`src/rtl/l2_input_arbiter.sv`:
```
// L2 input arbiter: three 2-entry channel FIFOs (rsp/fwd/cpu) feeding the core with
// fixed priority rsp > fwd > cpu, stall gating and an aging override for CPU requests.

`ifndef COH_MSG_TYPE_WIDTH
`define COH_MSG_TYPE_WIDTH 2
`endif
`ifndef INVACK_CNT_WIDTH
`define INVACK_CNT_WIDTH 4
`endif
`ifndef MIX_MSG_TYPE_WIDTH
`define MIX_MSG_TYPE_WIDTH 3
`endif
`ifndef CACHE_ID_WIDTH
`define CACHE_ID_WIDTH 4
`endif
`ifndef CPU_MSG_TYPE_WIDTH
`define CPU_MSG_TYPE_WIDTH 2
`endif
`ifndef HSIZE_WIDTH
`define HSIZE_WIDTH 3
`endif
`ifndef HPROT_WIDTH
`define HPROT_WIDTH 2
`endif

module l2_arb_fifo #(
    parameter int W = 8
) (
    input  logic         clk,
    input  logic         rst,
    input  logic         push,
    input  logic [W-1:0] din,
    input  logic         pop,
    output logic         ready,
    output logic         nonempty,
    output logic [W-1:0] head
);
    logic [W-1:0] mem [2];
    logic         wr_ptr;
    logic         rd_ptr;
    logic [1:0]   count;

    always_ff @(posedge clk or negedge rst) begin
        if (!rst) begin
            mem[0] <= '0;
            mem[1] <= '0;
            wr_ptr <= 1'b0;
            rd_ptr <= 1'b0;
            count  <= 2'd0;
        end else begin
            if (push) begin
                mem[wr_ptr] <= din;
                wr_ptr      <= ~wr_ptr;
            end
            if (pop)
                rd_ptr <= ~rd_ptr;
            case ({push, pop})
                2'b10:   count <= count + 2'd1;
                2'b01:   count <= count - 2'd1;
                default: count <= count;
            endcase
        end
    end

    // Ready depends only on the registered count: no accept-on-pop when full.
    assign ready    = (count != 2'd2);
    assign nonempty = (count != 2'd0);
    assign head     = mem[rd_ptr];
endmodule

module l2_input_arbiter #(
    parameter int ADDR_BITS      = 32,
    parameter int LINE_ADDR_BITS = 28,
    parameter int BITS_PER_WORD  = 32,
    parameter int BITS_PER_LINE  = 128,
    parameter int AGE_MAX        = 15,
    localparam int RSP_W = `COH_MSG_TYPE_WIDTH + LINE_ADDR_BITS + BITS_PER_LINE + `INVACK_CNT_WIDTH,
    localparam int FWD_W = `MIX_MSG_TYPE_WIDTH + LINE_ADDR_BITS + `CACHE_ID_WIDTH,
    localparam int CPU_W = `CPU_MSG_TYPE_WIDTH + `HSIZE_WIDTH + `HPROT_WIDTH + ADDR_BITS + BITS_PER_WORD
) (
    input  logic             clk,
    input  logic             rst,
    input  logic             rsp_in_valid,
    output logic             rsp_in_ready,
    input  logic [RSP_W-1:0] rsp_in_data,
    input  logic             fwd_in_valid,
    output logic             fwd_in_ready,
    input  logic [FWD_W-1:0] fwd_in_data,
    input  logic             cpu_req_valid,
    output logic             cpu_req_ready,
    input  logic [CPU_W-1:0] cpu_req_data,
    input  logic             fwd_stall,
    input  logic             cpu_stall,
    output logic             sel_valid,
    input  logic             sel_ready,
    output logic [1:0]       sel_kind,
    output logic [RSP_W-1:0] sel_rsp_data,
    output logic [FWD_W-1:0] sel_fwd_data,
    output logic [CPU_W-1:0] sel_cpu_data
);
    localparam logic [3:0] AGE_LIM = 4'(AGE_MAX);
    localparam logic [1:0] K_NONE = 2'd0, K_RSP = 2'd1, K_FWD = 2'd2, K_CPU = 2'd3;

    logic       rsp_ne, fwd_ne, cpu_ne;
    logic       rsp_elig, fwd_elig, cpu_elig;
    logic       hs, rsp_pop, fwd_pop, cpu_pop;
    logic [3:0] age;

    l2_arb_fifo #(.W(RSP_W)) u_rsp_fifo (
        .clk(clk), .rst(rst), .push(rsp_in_valid && rsp_in_ready), .din(rsp_in_data),
        .pop(rsp_pop), .ready(rsp_in_ready), .nonempty(rsp_ne), .head(sel_rsp_data)
    );

    l2_arb_fifo #(.W(FWD_W)) u_fwd_fifo (
        .clk(clk), .rst(rst), .push(fwd_in_valid && fwd_in_ready), .din(fwd_in_data),
        .pop(fwd_pop), .ready(fwd_in_ready), .nonempty(fwd_ne), .head(sel_fwd_data)
    );

    l2_arb_fifo #(.W(CPU_W)) u_cpu_fifo (
        .clk(clk), .rst(rst), .push(cpu_req_valid && cpu_req_ready), .din(cpu_req_data),
        .pop(cpu_pop), .ready(cpu_req_ready), .nonempty(cpu_ne), .head(sel_cpu_data)
    );

    assign rsp_elig = rsp_ne;
    assign fwd_elig = fwd_ne && !fwd_stall;
    assign cpu_elig = cpu_ne && !cpu_stall;

    always_comb begin
        sel_kind = K_NONE;
        if (cpu_elig && age == AGE_LIM)
            sel_kind = K_CPU;
        else if (rsp_elig)
            sel_kind = K_RSP;
        else if (fwd_elig)
            sel_kind = K_FWD;
        else if (cpu_elig)
            sel_kind = K_CPU;
    end

    assign sel_valid = (sel_kind != K_NONE);
    assign hs        = sel_valid && sel_ready;
    assign rsp_pop   = hs && sel_kind == K_RSP;
    assign fwd_pop   = hs && sel_kind == K_FWD;
    assign cpu_pop   = hs && sel_kind == K_CPU;

    // Age counts grants lost by a waiting CPU request to rsp/fwd traffic.
    always_ff @(posedge clk or negedge rst) begin
        if (!rst)
            age <= 4'd0;
        else if (!cpu_elig || cpu_pop)
            age <= 4'd0;
        else if ((rsp_pop || fwd_pop) && age != AGE_LIM)
            age <= age + 4'd1;
    end
endmodule

```
`config.mk`:
```
export PLATFORM = sky130hd
export DESIGN_NAME = l2_input_arbiter
export DESIGN_NICKNAME = d
export VERILOG_FILES = /design/src/rtl/l2_input_arbiter.sv
export SDC_FILE = /design/constraint.sdc
export NUM_CORES = 1
export LEC_CHECK = 0
export BUFFER_PORTS_ARGS = -buffer_cell sky130_fd_sc_hd__buf_4
export CORE_MARGIN = 8
export CORE_UTILIZATION = 60
export CTS_BUF_LIST = sky130_fd_sc_hd__clkbuf_8
export DETAILED_ROUTE_END_ITERATION = 8
export MAX_ROUTING_LAYER = met4
export PLACE_DENSITY = 0.94
export SLEW_MARGIN = 25
export SYNTH_ARGS = -nofsm -noshare
export SYNTH_HDL_FRONTEND = slang
export SYNTH_HIERARCHICAL = 1
export SYNTH_SLANG_ARGS = --single-unit
```
`constraint.sdc`:
```
create_clock -name clk -period 3 [get_ports clk]
set_input_delay 0.3 -clock clk [delete_from_list [all_inputs] [get_ports clk]]
set_output_delay 0.3 -clock clk [all_outputs]
set_load 0.05 [all_outputs]
```
Word-level counts from Yosys, hierarchy flattened
Index checks and enable logic that the tools add are counted.
{"block": "word_totals", "elab_cells": 112, "mem_bits_ro": 0, "n_memories": 0, "reg_bits": 552, "latch_bits": 0, "ram_bits": 0}
{"block": "classes", "n_div": 0, "shifts": 0, "reduce_logical": 27, "multipliers": 0, "bitwise_logic": 12, "eq_ne": 14, "addsub": 7, "mux": 27, "n_lt_le_gt_ge": 9}
{"cell": "$mux 162", "count": 4}
{"cell": "$bwmux 324", "count": 1}
{"cell": "$mux 71", "count": 4}
{"cell": "$demux 162 s1", "count": 1}
{"cell": "$bwmux 142", "count": 1}
{"cell": "$mux 35", "count": 4}
{"cell": "$demux 71 s1", "count": 1}
{"cell": "$bwmux 70", "count": 1}
{"cell": "$demux 35 s1", "count": 1}
{"cell": "$reduce_bool 2->1", "count": 8}
{"cell": "$logic_and 1x1->1", "count": 14}
{"cell": "$ge 2x2->1 const B", "count": 6}
{"cell": "$not 1->2", "count": 6}
{"cell": "$pmux 2 s2", "count": 3}
{"cell": "$eq 2x2->1 const B", "count": 5}
{"cell": "$eq 2x1->1 const B", "count": 4}
{"cell": "$mux 2", "count": 4}
{"cell": "$mux 4", "count": 2}
{"cell": "$add 2x1->2 const B", "count": 3}
{"cell": "$lt 2x1->1 const B", "count": 3}
{"cell": "$ne 2x2->1 const B", "count": 3}
{"cell": "$not 1->1", "count": 6}
{"cell": "$sub 2x1->2 const B", "count": 3}
{"cell": "$add 4x1->4 const B", "count": 1}
{"cell": "other kinds (4)", "count": 7}

Logic depth before layout (Yosys ltp)
Gate-level depths: netlist (run 1).
{"block": "depth", "word_depth": 13, "depth_mapped": 8, "mapped_depth_nobuf": 8}

Modules after synthesis
Netlist (run 1), hierarchy kept.
{"mod": "l2_arb_fifo at u_rsp_fifo", "seq_area_each_um2": 8207.9, "instances": 1, "area_per_inst_um2": 14057.2, "cells_each": 878}
{"mod": "l2_arb_fifo at u_cpu_fifo", "seq_area_each_um2": 3653.5, "instances": 1, "area_per_inst_um2": 6356.1, "cells_each": 393}
{"mod": "l2_arb_fifo at u_fwd_fifo", "seq_area_each_um2": 1851.8, "instances": 1, "area_per_inst_um2": 3226.8, "cells_each": 201}
{"mod": "l2_input_arbiter", "seq_area_each_um2": 100.1, "instances": 1, "area_per_inst_um2": 349.1, "cells_each": 40}

Worst setup path before layout (run 1)
OpenSTA, ideal clock, no wires.
{"block": "synth_path", "path_type": "register to output", "start": "register u_rsp_fifo.count[0]", "end": "output sel_kind[1]", "path_slack_ps": 823, "required_ps": 2700, "path_buffers": 0, "path_stages_with_launch": 3, "t_arrival_ps": 1877, "path_cell_list": "dfrtp_1 -> or2_2 -> o21ai_0"}
{"block": "synth_between", "elab_chain_len": 3}
{"item": "start: declaration", "line_no": "41", "rtl": "logic [1:0] count;"}
{"item": "start signal: assignment", "line_no": "58", "rtl": "2'b10: count <= count + 2'd1;"}
{"item": "start signal: assignment", "line_no": "59", "rtl": "2'b01: count <= count - 2'd1;"}
{"item": "start signal: assignment", "line_no": "60", "rtl": "default: count <= count;"}
{"item": "$reduce_bool 2->1", "line_no": "67", "rtl": "assign nonempty = (count != 2'd0);"}
{"item": "net rsp_elig", "line_no": "105", "rtl": "logic rsp_elig, fwd_elig, cpu_elig;"}
{"item": "$mux 2", "line_no": "132", "rtl": "else if (rsp_elig)"}
{"item": "$mux 2", "line_no": "130", "rtl": "if (cpu_elig && age == AGE_LIM)"}
{"item": "end: declaration", "line_no": "96", "rtl": "output logic [1:0] sel_kind,"}
The timed path passes the listed nets, and every way through them passes these cells.

Worst setup path after layout (run 1)
{"block": "layout_path", "start": "register u_fwd_fifo.rd_ptr", "end": "output sel_fwd_data[10]"}
{"block": "layout_between", "elab_chain_len": 4}
{"item": "start: declaration", "line_no": "40", "rtl": "logic rd_ptr;"}
{"item": "start signal: assignment", "line_no": "56", "rtl": "rd_ptr <= ~rd_ptr;"}
{"item": "$not 1->2 (implied by the code)", "line_no": "68", "rtl": "assign head = mem[rd_ptr];"}
{"item": "$mux 35 (implied by the code) (3 in a row)", "line_no": "68"}
{"item": "end: declaration", "line_no": "98", "rtl": "output logic [FWD_W-1:0] sel_fwd_data,"}
Every way passes these cells. The select of a mux whose other input is x is not followed.

==> results by group, run 1 <==
Floorplanning
  • CORE AREA: 39600 µm²
  • Number of ports placed on the die boundary: 550
  • Area enclosed by the die boundary: 46600 µm²
  • X dimension of the die: 216 µm
  • Initial cell density of the core: 60.5%
  • Chip height: 216 µm
  • Site row count: 73

Yosys
  • Synthesized area divided by synthesized cell count: 15.9 µm²
  • Library cell with the largest summed area after synthesis: sky130_fd_sc_hd__dfrtp_1
  • Most frequent cell after synthesis: sky130_fd_sc_hd__mux2_2
  • Number of library cell types mapped by synthesis: 37
  • Post-synthesis async set-or-reset flop share: 100%
  • Post-synth design cell area: 24000 µm²
  • Number of flops mapped to enable cells by yosys: 0
  • Sequential fraction of the synthesis area: 57.6%
  • Dominant cells by area after synthesis: sky130_fd_sc_hd__dfrtp_1 (58%), sky130_fd_sc_hd__mux2_2 (37%), sky130_fd_sc_hd__buf_2 (1.1%)
  • Yosys warning count: 6
  • Cells after synthesis: 1512
  • Number of storage elements in the synthesis netlist: 552
  • Most frequently used flop master after synthesis: sky130_fd_sc_hd__dfrtp_1
  • Synthesized Nets: 1792
  • Top cells by instance count after synthesis: sky130_fd_sc_hd__mux2_2 (784), sky130_fd_sc_hd__dfrtp_1 (552), sky130_fd_sc_hd__buf_2 (55)
  • Post-synth top area share: 57.6%

Clock tree
  • Clock transition at the registers of the reported paths: 60 ps
  • Number of buffers added for setup after CTS: 0
  • Latest clock arrival within the worst-skew pair: 660 ps
  • Library cell used as clock root buffer: sky130_fd_sc_hd__clkbuf_8
  • TritonCTS clock tree: yes
  • Maximum level of the CTS H-tree: 3
  • Maximum count of clock buffers along a single path: 3
  • Inserted Clock Buffers: 88
  • CTS sink count: 552

Final layout
  • Total of fill cells in the finished design: 1620
  • Share of cells above drive strength 1: 61.8%
  • Layout Nets: 2641
  • Area growth from synthesis to final layout: 38.0%
  • Non-filler cells, final: 2968
  • Layout Utilization: 83.5%

Drt
  • First-pass detailed-route iteration total: 5
  • Via total after detailed routing: 17360
  • Post-route ant nets: 0
  • Mean routed wirelength per cell: 28.5 µm
  • DRC viols: 0
  • Metal3 WL: 5960 µm
  • Total length of routed met2 wires: 44400 µm
  • Iteration-0 DRC count of the detailed router: 1413
  • Met1 layer wirelength in the final routing: 28200 µm
  • Highest metal used: met4
  • Total wirelength of the detailed-routed design: 84500 µm
  • DR vias/cell: 5.85

Setup path
  • Biggest fanout along the worst timing path: 20
  • Critical Path, Cell by Cell: buf_12 > mux2_2 > buf_4
  • Worst Setup Start Kind: register
  • Data arrival, critical path: 2430 ps
  • Critical path class: register to output pin
  • Kind of end point of the critical path: output pin
  • Delay of the slowest cell on the worst path: 920 ps
  • Worst setup path startpoint: u_fwd_fifo/rd_ptr
  • Cell with the largest stage delay on the worst path: sky130_fd_sc_hd__dfrtp_1
  • Required arrival time at the worst endpoint: 2700 ps
  • Source of the worst register-to-register timing path: u_rsp_fifo/count[0]

Global route
  • Initial antenna violation count: 14
  • Total routing resource utilization after global routing: 36.7%
  • Number of global-route vias before repair: 20263
  • First-pass GRT wire length: 127000 µm
  • Largest net degree at the start of global routing: 111
  • Total gr overflow: 0

Timing
  • Max-slew violation total from the final report: 0
  • Setup repair after global routing missed its margin: no
  • Sum Neg Setup Slack: 0 ps
  • Count of final setup violators: 0
  • Transition time of the tightest slew-check pin: 905 ps
  • Worst hold slack: 78.6 ps
  • Max-Slew Margin vs Limit: 39.4%
  • Post-route minimum period: 2730 ps
  • Highest Clock Rate: 366 MHz
  • Period utilization: 91.0%
  • Worst-case clock skew: 48.8 ps
  • Final hold violation count: 0

Worst hold path
  • Worst hold path type: input port to register
  • Source of the worst hold timing path: cpu_req_valid

Run
  • Number of max-cap violations: 0

Placed design
  • Routability cong.: 0.810
  • Number of input and output port buffers inserted: 549
  • Placed insts: 2527
  • DP Wirelength: 44900 µm

Run status
  • Run status: complete, no violations
## cells by family after synthesis
group | share of synthesized area, %
AOI/OAI and AO/OA | 0.240
xor gates and xnor gates | 0.584
adders and majority gates | 0.209
buffers and inverters | 2.53
DFF | 57.6
muxes | 37.8
and+or+nand+nor | 1.03
## cell usage in the layout (no fill, tap or decap), types with 6 or more instances in the layout
master,count
sky130_fd_sc_hd__mux2_2,784
sky130_fd_sc_hd__buf_4,557
sky130_fd_sc_hd__dfrtp_1,550
sky130_fd_sc_hd__dlygate4sd3_1,269
sky130_fd_sc_hd__clkbuf_8,112
sky130_fd_sc_hd__inv_1,36
sky130_fd_sc_hd__mux2_1,20
sky130_fd_sc_hd__diode_2,16
sky130_fd_sc_hd__buf_12,16
sky130_fd_sc_hd__xor2_1,10
sky130_fd_sc_hd__nor2_1,6
sky130_fd_sc_hd__clkinv_2,6
sky130_fd_sc_hd__xnor2_1,6
## path summary, 6_finish.rpt
kind	end	slack (ps)	cells past startpoint
setup / recovery	sel_fwd_data[10]	270	3
hold / removal	u_cpu_fifo/wr_ptr	80	3
setup reg to reg	u_rsp_fifo/mem[266]	680	6
hold reg to reg	u_cpu_fifo/mem[135]	490	1
max in group asynchronous	u_rsp_fifo/mem[179]	1680	3
min in group asynchronous	u_cpu_fifo/mem[42]	230	2
## per-stage QoR
stage	instance area, µm²	setup WS (ps)
after detailed placement	28600	773
final	33100	269
after CTS	33100	301
after floorplan	24000	823
after global routing	33100	233
after global placement	28600	824
## critical path, delay by kind of cell, from the launching register on
family,cells,cell delay [ps]
flip-flops,1,920
multiplexers,1,400
buffers and inverters,2,480
## what timing repair did
item	4_1_cts	5_1_grt
hold buffers	269	0
hold endpoints to repair	610	0
gates resized for setup	0	0
## flip-flops by register name (all words and copies together), names as in the netlist
| signal | count |
|---|---|
| u_rsp_fifo/mem | 324 |
| u_cpu_fifo/mem | 142 |
| u_fwd_fifo/mem | 70 |
| age | 4 |
| u_cpu_fifo/count | 2 |
| u_fwd_fifo/count | 2 |
| u_rsp_fifo/count | 2 |
| u_cpu_fifo/rd_ptr | 1 |
| u_cpu_fifo/wr_ptr | 1 |
| u_fwd_fifo/rd_ptr | 1 |
| u_fwd_fifo/wr_ptr | 1 |
| u_rsp_fifo/rd_ptr | 1 |
| u_rsp_fifo/wr_ptr | 1 |
## metal layers
layer	vias up	GRT usage, %
li1	7160	-
met2	945	62.7
met4	0	24.0
met5	-	-
met1	8922	37.1
met3	333	9.19
## layout make-up
cell class | count | area (µm²) | area share, %
flip-flops and latches | 552 | 13800 | 41.7
multi-input cells | 872 | 9580 | 29.0
repair buffers | 843 | 7210 | 21.8
clock buffers | 112 | 1540 | 4.66
well taps | 525 | 657 | 1.98
clock inverters | 44 | 236 | 0.714
diodes | 16 | 40.0 | 0.121
inverters | 4 | 15.0 | 0.0454
Power of run 1 is left out: the tool's default activity adds up to more than one toggle a clock period on the data nets, which glitch-free logic cannot reach.
==> run 2: changes to the inputs <==
- CORE_ASPECT_RATIO: unset -> 0.9
- CTS_CLUSTER_SIZE: unset -> 24
- GPL_TIMING_DRIVEN: unset -> 0
==> run 2 against run 1 <==
Compared with the run above:
- non-clock buffer count is 68 higher
- maximum frequency decreased by 2.2%
- worst setup slack worse by 63 ps
- sequential cell count did not move
- core utilization is 1.7 points higher
- wire length rose by 7.6%
- first-iteration DRC count increased by 0.28%
- global-route usage up 2.9 points
- highest routed layer unchanged
==> results by group, run 2 (synthesis gave the netlist of run 1 again) <==
Timing
  • Max-slew violation total from the final report: 0
  • Final hold violation count: 0
  • Worst-case clock skew: 39.7 ps
  • Worst hold slack: 41.9 ps
  • Count of final setup violators: 0
  • Highest Clock Rate: 358 MHz
  • Transition time of the tightest slew-check pin: 538 ps
  • Post-route minimum period: 2790 ps
  • Setup repair after global routing missed its margin: no
  • Max-Slew Margin vs Limit: 64.1%
  • Period utilization: 93.1%

Drt
  • Mean routed wirelength per cell: 29.9 µm
  • Post-route ant nets: 0
  • DR vias/cell: 5.97
  • Total wirelength of the detailed-routed design: 91000 µm
  • First-pass detailed-route iteration total: 5
  • Via total after detailed routing: 18131
  • Iteration-0 DRC count of the detailed router: 1417
  • DRC viols: 0

Placed design
  • DP Wirelength: 49900 µm
  • Number of input and output port buffers inserted: 549
  • Placed Instance Area: 28900 µm²
  • Routability cong.: 0.873

Setup path
  • Critical Path, Cell by Cell: buf_2 > buf_2 > buf_2 > mux2_2 > buf_4
  • Critical path class: register to output pin
  • Delay of the slowest cell on the worst path: 420 ps
  • Top cell by count, worst path: sky130_fd_sc_hd__buf_2
  • Required arrival time at the worst endpoint: 2700 ps
  • Cell with the largest stage delay on the worst path: sky130_fd_sc_hd__mux2_2
  • Worst Setup Start Kind: register
  • Kind of end point of the critical path: output pin
  • Data arrival, critical path: 2490 ps
  • Biggest fanout along the worst timing path: 10

Final layout
  • Most common library cell in the layout ignoring fill and taps: sky130_fd_sc_hd__mux2_2
  • Largest reg by FF count: u_rsp_fifo/mem
  • Final std cell area, no fill: 33600 µm²
  • Layout Nets: 2707
  • Most frequent cells in the layout: sky130_fd_sc_hd__mux2_2 (784), sky130_fd_sc_hd__buf_4 (557), sky130_fd_sc_hd__dfrtp_1 (552)
  • Share of cells above drive strength 1: 63.3%
  • Layout Utilization: 85.2%
  • Total of fill cells in the finished design: 1568
  • Max FFs per register: 324
  • Largest registers: u_rsp_fifo/mem (324), u_cpu_fifo/mem (142), u_fwd_fifo/mem (70)
  • Area growth from synthesis to final layout: 40.2%

Clock tree
  • Maximum level of the CTS H-tree: 3
  • CTS sink count: 552
  • Clock transition at the registers of the reported paths: 60 ps
  • Inserted Clock Buffers: 86
  • Cts repair resizes: 0
  • Number of buffers added for setup after CTS: 0
  • Latest clock arrival within the worst-skew pair: 710 ps
  • Library cell used as clock root buffer: sky130_fd_sc_hd__clkbuf_8
  • Maximum count of clock buffers along a single path: 3
  • TritonCTS clock tree: yes

Floorplanning
  • CORE AREA: 39500 µm²
  • Site row count: 69
  • Initial cell density of the core: 60.8%
  • X dimension of the die: 227 µm
  • Number of ports placed on the die boundary: 550
  • Chip height: 206 µm
  • Area enclosed by the die boundary: 46600 µm²

Global route
  • Initial antenna violation count: 11
  • Total gr overflow: 0
  • First-pass GRT wire length: 133000 µm
  • Largest net degree at the start of global routing: 102
  • Number of global-route vias before repair: 20963
  • Total routing resource utilization after global routing: 39.5%

Worst hold path
  • Worst hold path type: input port to register

Run status
  • Run status: complete, no violations

Run
  • Number of max-cap violations: 0
run 2: cell count changes in the layout (fill, tap and decap cells not counted), sizes merged, moves of 4 or more:
cell	previous run	this run
buf	574	634
inv	37	25
clkbuf	112	119
clkinv	6	11
bufinv	2	6
diode	16	12
run 2: what timing repair did:
action	4_1_cts	5_1_grt
setup endpoints to repair	0	0
hold buffers	272	0
endpoints found under the hold margin	747	0
run 2: metal layers:
layer	up-vias	global-route usage, %	wire length [µm]
met5	-	-	0
met4	0	26.7	7170
met3	440	10.4	6510
met2	1132	66.6	46600
met1	9255	40.3	30700
li1	7304	-	-
run 2: critical path: cells and delay by family (launching register included):
family	cells	cell delay, ps
buffers and inverters	4	1060
muxes	1	420
DFF	1	320
run 2: layout make-up:
type,count,area [µm²],area share [%]
inverter,4,15.0,0.0446
multi-input combinational,872,9570,28.5
clock buffer,114,1570,4.67
buffer,84,592,1.76
timing repair buffer,827,7020,20.9
antenna,12,30.0,0.0893
clock inverter,41,362,1.08
sequential,552,13800,41.1
tap,532,666,1.98
run 2: metrics by stage:
stage	instances	setup TNS (ps)	setup WS, ps
2_1_floorplan	1512	0	823
3_3_place_gp	2593	-2068210	-3810
3_5_place_dp	2599	0	647
4_1_cts	3026	0	213
5_1_grt	3037	0	126
6_report	3038	0	207
run 2: worst paths after layout:
path | start | endpoint | cells past startpoint | slack [ps]
worst max register to register | u_rsp_fifo/count[0] | u_rsp_fifo/mem[93] | 6 | 580
worst max-delay path | u_rsp_fifo/rd_ptr | sel_rsp_data[98] | 5 | 210
worst min-delay path | cpu_stall | age[2] | 3 | 40
worst min register to register | u_rsp_fifo/count[1] | u_rsp_fifo/count[1] | 1 | 490
min in group asynchronous | rst | u_cpu_fifo/mem[114] | 2 | 80
max in group asynchronous | rst | u_rsp_fifo/mem[151] | 5 | 1250
Power of run 2 is left out for the same reason.
